==> src/rtl/load_store_unit_pkg.sv <==
// Shared definitions for the load/store unit: size/sign codes, FSM state
// encoding and small decode helpers used by the top and the extender.
// Optional feature macro: LSU_MISALIGN_TRAP_EN (see load_store_unit.sv).
package load_store_unit_pkg;

  // Size/sign codes carried on lsu_op. Codes 011/110/111 behave as LB_SB.
  localparam logic [2:0] LB_SB = 3'b000;
  localparam logic [2:0] LH_SH = 3'b001;
  localparam logic [2:0] LW_SW = 3'b010;
  localparam logic [2:0] LBU   = 3'b100;
  localparam logic [2:0] LHU   = 3'b101;

  typedef enum logic [1:0] {
    IDLE   = 2'd0,
    ACCESS = 2'd1,
    DONE   = 2'd2,
    ERROR  = 2'd3
  } lsu_state_t;

  // Index of the final byte of an access (byte count minus one).
  function automatic logic [1:0] last_index(input logic [2:0] op);
    logic [1:0] idx;
    case (op)
      LH_SH, LHU: idx = 2'd1;
      LW_SW:      idx = 2'd3;
      default:    idx = 2'd0;
    endcase
    return idx;
  endfunction

  // Natural-alignment test for halfword and word accesses.
  function automatic logic misaligned(input logic [2:0] op, input logic [1:0] addr_lo);
    logic mis;
    case (op)
      LH_SH, LHU: mis = addr_lo[0];
      LW_SW:      mis = |addr_lo;
      default:    mis = 1'b0;
    endcase
    return mis;
  endfunction

  // Little-endian byte lane select.
  function automatic logic [7:0] byte_lane(input logic [31:0] word, input logic [1:0] idx);
    logic [7:0] b;
    case (idx)
      2'd0:    b = word[7:0];
      2'd1:    b = word[15:8];
      2'd2:    b = word[23:16];
      default: b = word[31:24];
    endcase
    return b;
  endfunction

endpackage

==> src/rtl/load_store_unit_load_extend.sv <==
// load_extend: combinational size/sign extension of the assembled load word.
// Signed codes (LB_SB, LH_SH and the undefined codes that alias LB_SB)
// replicate the top bit of the loaded field; LBU/LHU zero-fill; LW_SW passes.
module load_extend
  import load_store_unit_pkg::*;
(
  input  logic [2:0]  op,
  input  logic [31:0] raw,
  output logic [31:0] ext
);

  logic signed [7:0]  raw_b;
  logic signed [15:0] raw_h;
  logic signed [31:0] sext_b;
  logic signed [31:0] sext_h;

  assign raw_b  = raw[7:0];
  assign raw_h  = raw[15:0];
  assign sext_b = 32'(raw_b);
  assign sext_h = 32'(raw_h);

  // Select the extension mode from the size/sign code.
  always_comb begin
    ext = 32'(sext_b);
    case (op)
      LBU:     ext = {24'h0, raw[7:0]};
      LHU:     ext = {16'h0, raw[15:0]};
      LH_SH:   ext = 32'(sext_h);
      LW_SW:   ext = raw;
      default: ext = 32'(sext_b);
    endcase
  end

endmodule

==> src/rtl/load_store_unit.sv <==
// load_store_unit: byte-serial load/store engine between the core and an
// 8-bit data memory. One access is captured from the core, split into 1, 2
// or 4 byte transactions (address incrementing modulo 2^32), and completed
// with a one-cycle lsu_done pulse carrying the extended load result.
// Optional feature macro: LSU_MISALIGN_TRAP_EN -- when defined, misaligned
// halfword/word requests are rejected through the ERROR state with lsu_err.
module load_store_unit
  import load_store_unit_pkg::*;
(
  input  logic        clock,
  input  logic        reset,
  input  logic        lsu_req,
  input  logic        lsu_we,
  input  logic [2:0]  lsu_op,
  input  logic [31:0] lsu_addr,
  input  logic [31:0] lsu_wdata,
  output logic [31:0] lsu_rdata,
  output logic        lsu_done,
  output logic        lsu_busy,
  output logic        lsu_err,
  output logic        mem_req,
  output logic        mem_wr,
  output logic [31:0] mem_addr,
  output logic [7:0]  mem_wdata,
  input  logic        mem_ack,
  input  logic [7:0]  mem_rdata
);

  lsu_state_t  state;
  lsu_state_t  state_nxt;

  // Captured request (data path, not reset: only read once state leaves IDLE).
  logic [31:0] addr_p0;
  logic [31:0] wdata_p0;
  logic [2:0]  op_p0;
  logic        we_p0;
  logic [31:0] asm_p0;

  logic [1:0]  cnt;
  logic        accept;
  logic        byte_done;
  logic        last_byte;
  logic        trap;
  logic [31:0] ext_data;

  assign accept    = (state == IDLE) && lsu_req;
  assign byte_done = (state == ACCESS) && mem_ack;
  assign last_byte = (cnt == last_index(op_p0));

`ifdef LSU_MISALIGN_TRAP_EN
  assign trap = misaligned(lsu_op, lsu_addr[1:0]);
`else
  assign trap = 1'b0;
`endif

  // State register; reset abandons any access in flight without a done pulse.
  always_ff @(posedge clock) begin
    if (!reset) begin
      state <= IDLE;
    end else begin
      state <= state_nxt;
    end
  end

  // Next-state decode.
  always_comb begin
    state_nxt = state;
    unique case (state)
      IDLE: begin
        if (lsu_req) begin
          state_nxt = trap ? ERROR : ACCESS;
        end
      end
      ACCESS: begin
        if (mem_ack && last_byte) begin
          state_nxt = DONE;
        end
      end
      DONE:  state_nxt = IDLE;
      ERROR: state_nxt = IDLE;
    endcase
  end

  // Byte counter: cleared on accept, advanced on every completed byte.
  always_ff @(posedge clock) begin
    if (!reset) begin
      cnt <= 2'd0;
    end else if (accept) begin
      cnt <= 2'd0;
    end else if (byte_done) begin
      cnt <= cnt + 2'd1;
    end
  end

  // ---- capture stage (p0): request fields held for the whole access ----
  // Latch the request when it is accepted in IDLE.
  always_ff @(posedge clock) begin
    if (accept) begin
      addr_p0  <= lsu_addr;
      wdata_p0 <= lsu_wdata;
      op_p0    <= lsu_op;
      we_p0    <= lsu_we;
    end
  end

  // Assemble returning load bytes little-endian at the current byte slot.
  always_ff @(posedge clock) begin
    if (byte_done && !we_p0) begin
      case (cnt)
        2'd0:    asm_p0[7:0]   <= mem_rdata;
        2'd1:    asm_p0[15:8]  <= mem_rdata;
        2'd2:    asm_p0[23:16] <= mem_rdata;
        default: asm_p0[31:24] <= mem_rdata;
      endcase
    end
  end

  load_extend u_load_extend (
    .op  (op_p0),
    .raw (asm_p0),
    .ext (ext_data)
  );

  // Outputs decoded purely from state and held registers, so the memory
  // request stays stable across ack stalls and everything is 0 in IDLE.
  always_comb begin
    lsu_rdata = 32'h0;
    lsu_done  = 1'b0;
    lsu_busy  = 1'b0;
    lsu_err   = 1'b0;
    mem_req   = 1'b0;
    mem_wr    = 1'b0;
    mem_addr  = 32'h0;
    mem_wdata = 8'h0;
    unique case (state)
      IDLE: begin
        lsu_busy = 1'b0;
      end
      ACCESS: begin
        lsu_busy  = 1'b1;
        mem_req   = 1'b1;
        mem_wr    = we_p0;
        mem_addr  = addr_p0 + {30'h0, cnt};
        mem_wdata = byte_lane(wdata_p0, cnt);
      end
      DONE: begin
        lsu_busy  = 1'b1;
        lsu_done  = 1'b1;
        lsu_rdata = we_p0 ? 32'h0 : ext_data;
      end
      ERROR: begin
        lsu_busy = 1'b1;
        lsu_done = 1'b1;
`ifdef LSU_MISALIGN_TRAP_EN
        lsu_err  = 1'b1;
`endif
      end
    endcase
  end

endmodule

==> config.mk <==
export PLATFORM = sky130hd
export DESIGN_NAME = load_store_unit
export DESIGN_NICKNAME = d
export VERILOG_FILES = /design/src/rtl/load_store_unit_pkg.sv /design/src/rtl/load_store_unit_load_extend.sv /design/src/rtl/load_store_unit.sv
export SDC_FILE = /design/constraint.sdc
export NUM_CORES = 1
export LEC_CHECK = 0
export CAP_MARGIN = 20
export CORE_MARGIN = 2
export CORE_UTILIZATION = 46
export DETAILED_ROUTE_END_ITERATION = 12
export PLACE_DENSITY = 0.91
export SLEW_MARGIN = 0
export SYNTH_ARGS = -nofsm -noshare
export SYNTH_HDL_FRONTEND = slang
export SYNTH_SLANG_ARGS = --single-unit
export TNS_END_PERCENT = 50
==> constraint.sdc <==
create_clock -name clock -period 2.87 [get_ports clock]
set_input_delay 0.574 -clock clock [delete_from_list [all_inputs] [get_ports clock]]
set_output_delay 0.574 -clock clock [all_outputs]
set_load 0.005 [all_outputs]
==> flow_summary.toml <==
[layout]
multi_input_area_sq_um = 1957
drive_above_1_share_pct = 24.29
area.sequential_sq_um = 3088
nets = 684
fillers = 655
stdcell_count = 737
area_growth_pct = 54.30
n_antenna_cell = 0

[routing]
routed_wl_mm = 14.17
route.detailed.drc = 0
drt_pre_antenna_iters = 6
drt_iter0_drc = 344
wire_per_inst_um = 19.22
vias = 4171
via_per_inst = 5.659
antenna_left = 0

[timing]
worst_slew_pin_slew_ps = 522.7
rsz0062_at_grt = "true"
setup_viol = 23
finalMaxSlewViolations = 0
hold_viol = 0
fin_skew_ps = 8.093
clock.fmax_mhz = 324.5
post-route-period-util_pct = 107.4
period_needed_ps = 3082
relSlewSlack_pct = 64.96
setup-tns-final_ps = -2531
setup_ws_ps = -212.0

[cts]
worstSkewPairLatency_ps = 360
tritoncts = "yes"
root_buffer = "clkbuf_8"
cts.sinks = 104
cts-buffers-inserted = 9
htree_num_levels = 3
cts-hold-fix-buffers = 0
clock_path_buffers = 2
clkTransAtPathRegs_ps = 90

[min_path]
hold_path.class = "flop to flop"
min_from = "cnt[1]"

[worst_setup_path]
crit_path_max_fanout = 5
crit_start = "addr_p0[1]"
r2r-start = "state[1]"
path_cells = "ha_4, a21oi_2, or4_4, buf_6, or3_4, a21oi_4, buf_2"
cpMaxStageDelayCell = "or4_4"
required_ps = 2300
cp_data_arrival_time_ps = 2510
startpoint_type = "flop"
worstSetupEndpointType = "output port"
critPathKind = "flop to output port"
cp_slowest_stage_delay_ps = 490
reg2reg_slack_ps = 800

[die]
start_util_pct = 46.80
die_w_um = 106.0
rows = 37
die_h_um = 106.0
dieArea_sq_um = 11240
ios = 157
core_area_sq_um = 10230

[placed_design]
place_congestion = 0.9014
pre_cts_ws_ps = -337.6
dpl.hpwl_mm = 9.515
dp.cells = 706
port_buffers = 155

[run_status]
violations = "negative setup slack"
status = "finished, violations left"

[logic_synthesis]
ys_ff_latch = 104
seq_area_frac_synth_pct = 64.38
yosys.area.top_type_share_pct = 62.71
netlist_area_sq_um = 4788
ys_types = 42
syn_area_per_cell_sq_um = 11.94
synth.area.top_cells = "edfxtp_1 63%, a21oi_1 4.2%, nor2_1 2.8%"
syn-num-nets = 488
yosysWarnings = 0
post_synth_inst_count = 401
synth_area_leader_cell = "edfxtp_1"

[power]
leakage_uw = 0.002771
p_per_area_nw_per_um2 = 434.7
max-vdd-ir-drop_mv = 0.3519

[global_route]
grt_pass1_wl_mm = 21.03
gr-total-overflow = 0
grt_start_max_net_pins = 59
grt_pass1_vias = 4146
track_usage_pct = 24.49
antenna_found_initial = 0

[flow_run]
maxCapViolCount = 0
-- cell families (layout without fill, tap and decap cells) --
family          count (synthesis)  in the layout  synth area share [%]
mux                             3              3                0.6533
flops                         104            104                 64.38
xor+xnor                       11             11                 2.012
compound gates                 95             95                 12.41
simple gates                  146            146                 15.60
buf+inv                        34            234                 2.874
fa+ha+maj                       7              7                 1.986
other cells                     1              1               0.07832
-- critical path, delay by kind of cell, from the launching register on --
kind | cells | cell delay (ps)
AND/OR/NAND/NOR | 2 | 870
flip-flops | 1 | 460
AO/OA/AOI/OAI | 2 | 210
buffers and inverters | 2 | 290
adder cells (fa/ha/maj) | 1 | 310
-- power by group --
group	total (uW)	internal (uW)	switching [uW]	leakage, uW
Clock	878	398	480	0.0000982
Combinational	519	266	253	0.00170
Sequential	1810	1760	54.9	0.000975
Total	3210	2420	788	0.00277
-- synth_stat cells, drive strengths merged --
library cell,count
nand2b,11
inv,11
and4,3
a221oi,1
o31ai,2
ha,6
o311ai,6
mux2,1
a211oi,7
buf,6
mux2i,2
nand3,13
a21o,2
or4,5
nor2,36
clkbuf,17
o22ai,1
nor3,1
nor2b,1
nor4,4
xnor2,7
edfxtp,100
a31oi,1
o21ai,21
nor3b,3
fa,1
or4b,1
a21oi,40
dfxtp,4
xor2,4
and2,15
nand4,6
nand2,34
o41ai,6
a222oi,8
or3,11
conb,1
and3,2
-- per-stage QoR --
| stage | hold slack (ps) | power, uW | util [%] | instance area [sq um] |
|---|---|---|---|---|
| floorplan | 524.8 | 2015 | - | 4788 |
| global placement | 645.7 | 2295 | 65.53 | 6704 |
| detailed placement | 666.5 | 2321 | 65.53 | 6704 |
| CTS | 672.4 | 3182 | 69.85 | 7147 |
| global route | 735.6 | 3329 | 72.21 | 7388 |
| finish | 686.1 | 3211 | 72.21 | 7388 |
-- state kept, by name (all words and copies together) (netlist names) --
signal and cells:
asm_p0 32, cnt 2, state 2, wdata_p0 32, we_p0 1, addr_p0 32, op_p0 3
-- final cells by class --
class                      instances  area share (%)
clock buffer                       9           1.677
multi-input combinational        263           26.49
timing repair buffer             207           26.25
sequential                       104           41.80
clock inverter                     6          0.8129
tap                              136           2.303
inverter                          11          0.6097
timing repair inverter             1         0.06774
-- per-layer routing --
| metal | GRT usage (%) | up-vias | wire [um] |
|---|---|---|---|
| met4 | 13.06 | 0 | 627 |
| met2 | 41.80 | 230 | 7203 |
| met1 | 29.57 | 1983 | 5442 |
| li1 | - | 1903 | - |
| met5 | 0 | - | 0 |
| met3 | 4.414 | 55 | 892 |
-- path summary, 6_finish.rpt --
check | end | cells after the start
max | mem_addr[19] | 7
min | cnt[1] | 3
max reg2reg | asm_p0[6] | 6
min reg2reg | cnt[1] | 3
-- placed cells by master, fill, tap and decap left out, drive strengths merged, types with 2 or more instances in the layout --
cell | netlist | final
nor2 | 36 | 36
nor3b | 3 | 3
o31ai | 2 | 2
nand2 | 34 | 34
a211oi | 7 | 7
and4 | 3 | 3
a222oi | 8 | 8
dfxtp | 4 | 4
ha | 6 | 6
edfxtp | 100 | 100
inv | 11 | 11
o41ai | 6 | 6
or3 | 11 | 11
o21ai | 21 | 21
mux2i | 2 | 2
dlymetal6s2s | 0 | 10
nand2b | 11 | 11
or4 | 5 | 5
nor4 | 4 | 4
o311ai | 6 | 6
xor2 | 4 | 4
nand4 | 6 | 6
clkinv | 0 | 4
clkbuf | 17 | 12
and2 | 15 | 15
buf | 6 | 70
clkdlybuf4s50 | 0 | 119
nand3 | 13 | 13
a21o | 2 | 2
clkinvlp | 0 | 2
xnor2 | 7 | 7
clkdlybuf4s15 | 0 | 2
dlygate4sd2 | 0 | 3
and3 | 2 | 2
a21oi | 40 | 40
-- what timing repair did --
action	4_1_cts	5_1_grt
gates cloned	2	1
pin swaps	21	14
resized for setup	141	59
setup endpoints to repair	52	58
setup buffers	8	5
(Power assumes the default switching activity.)
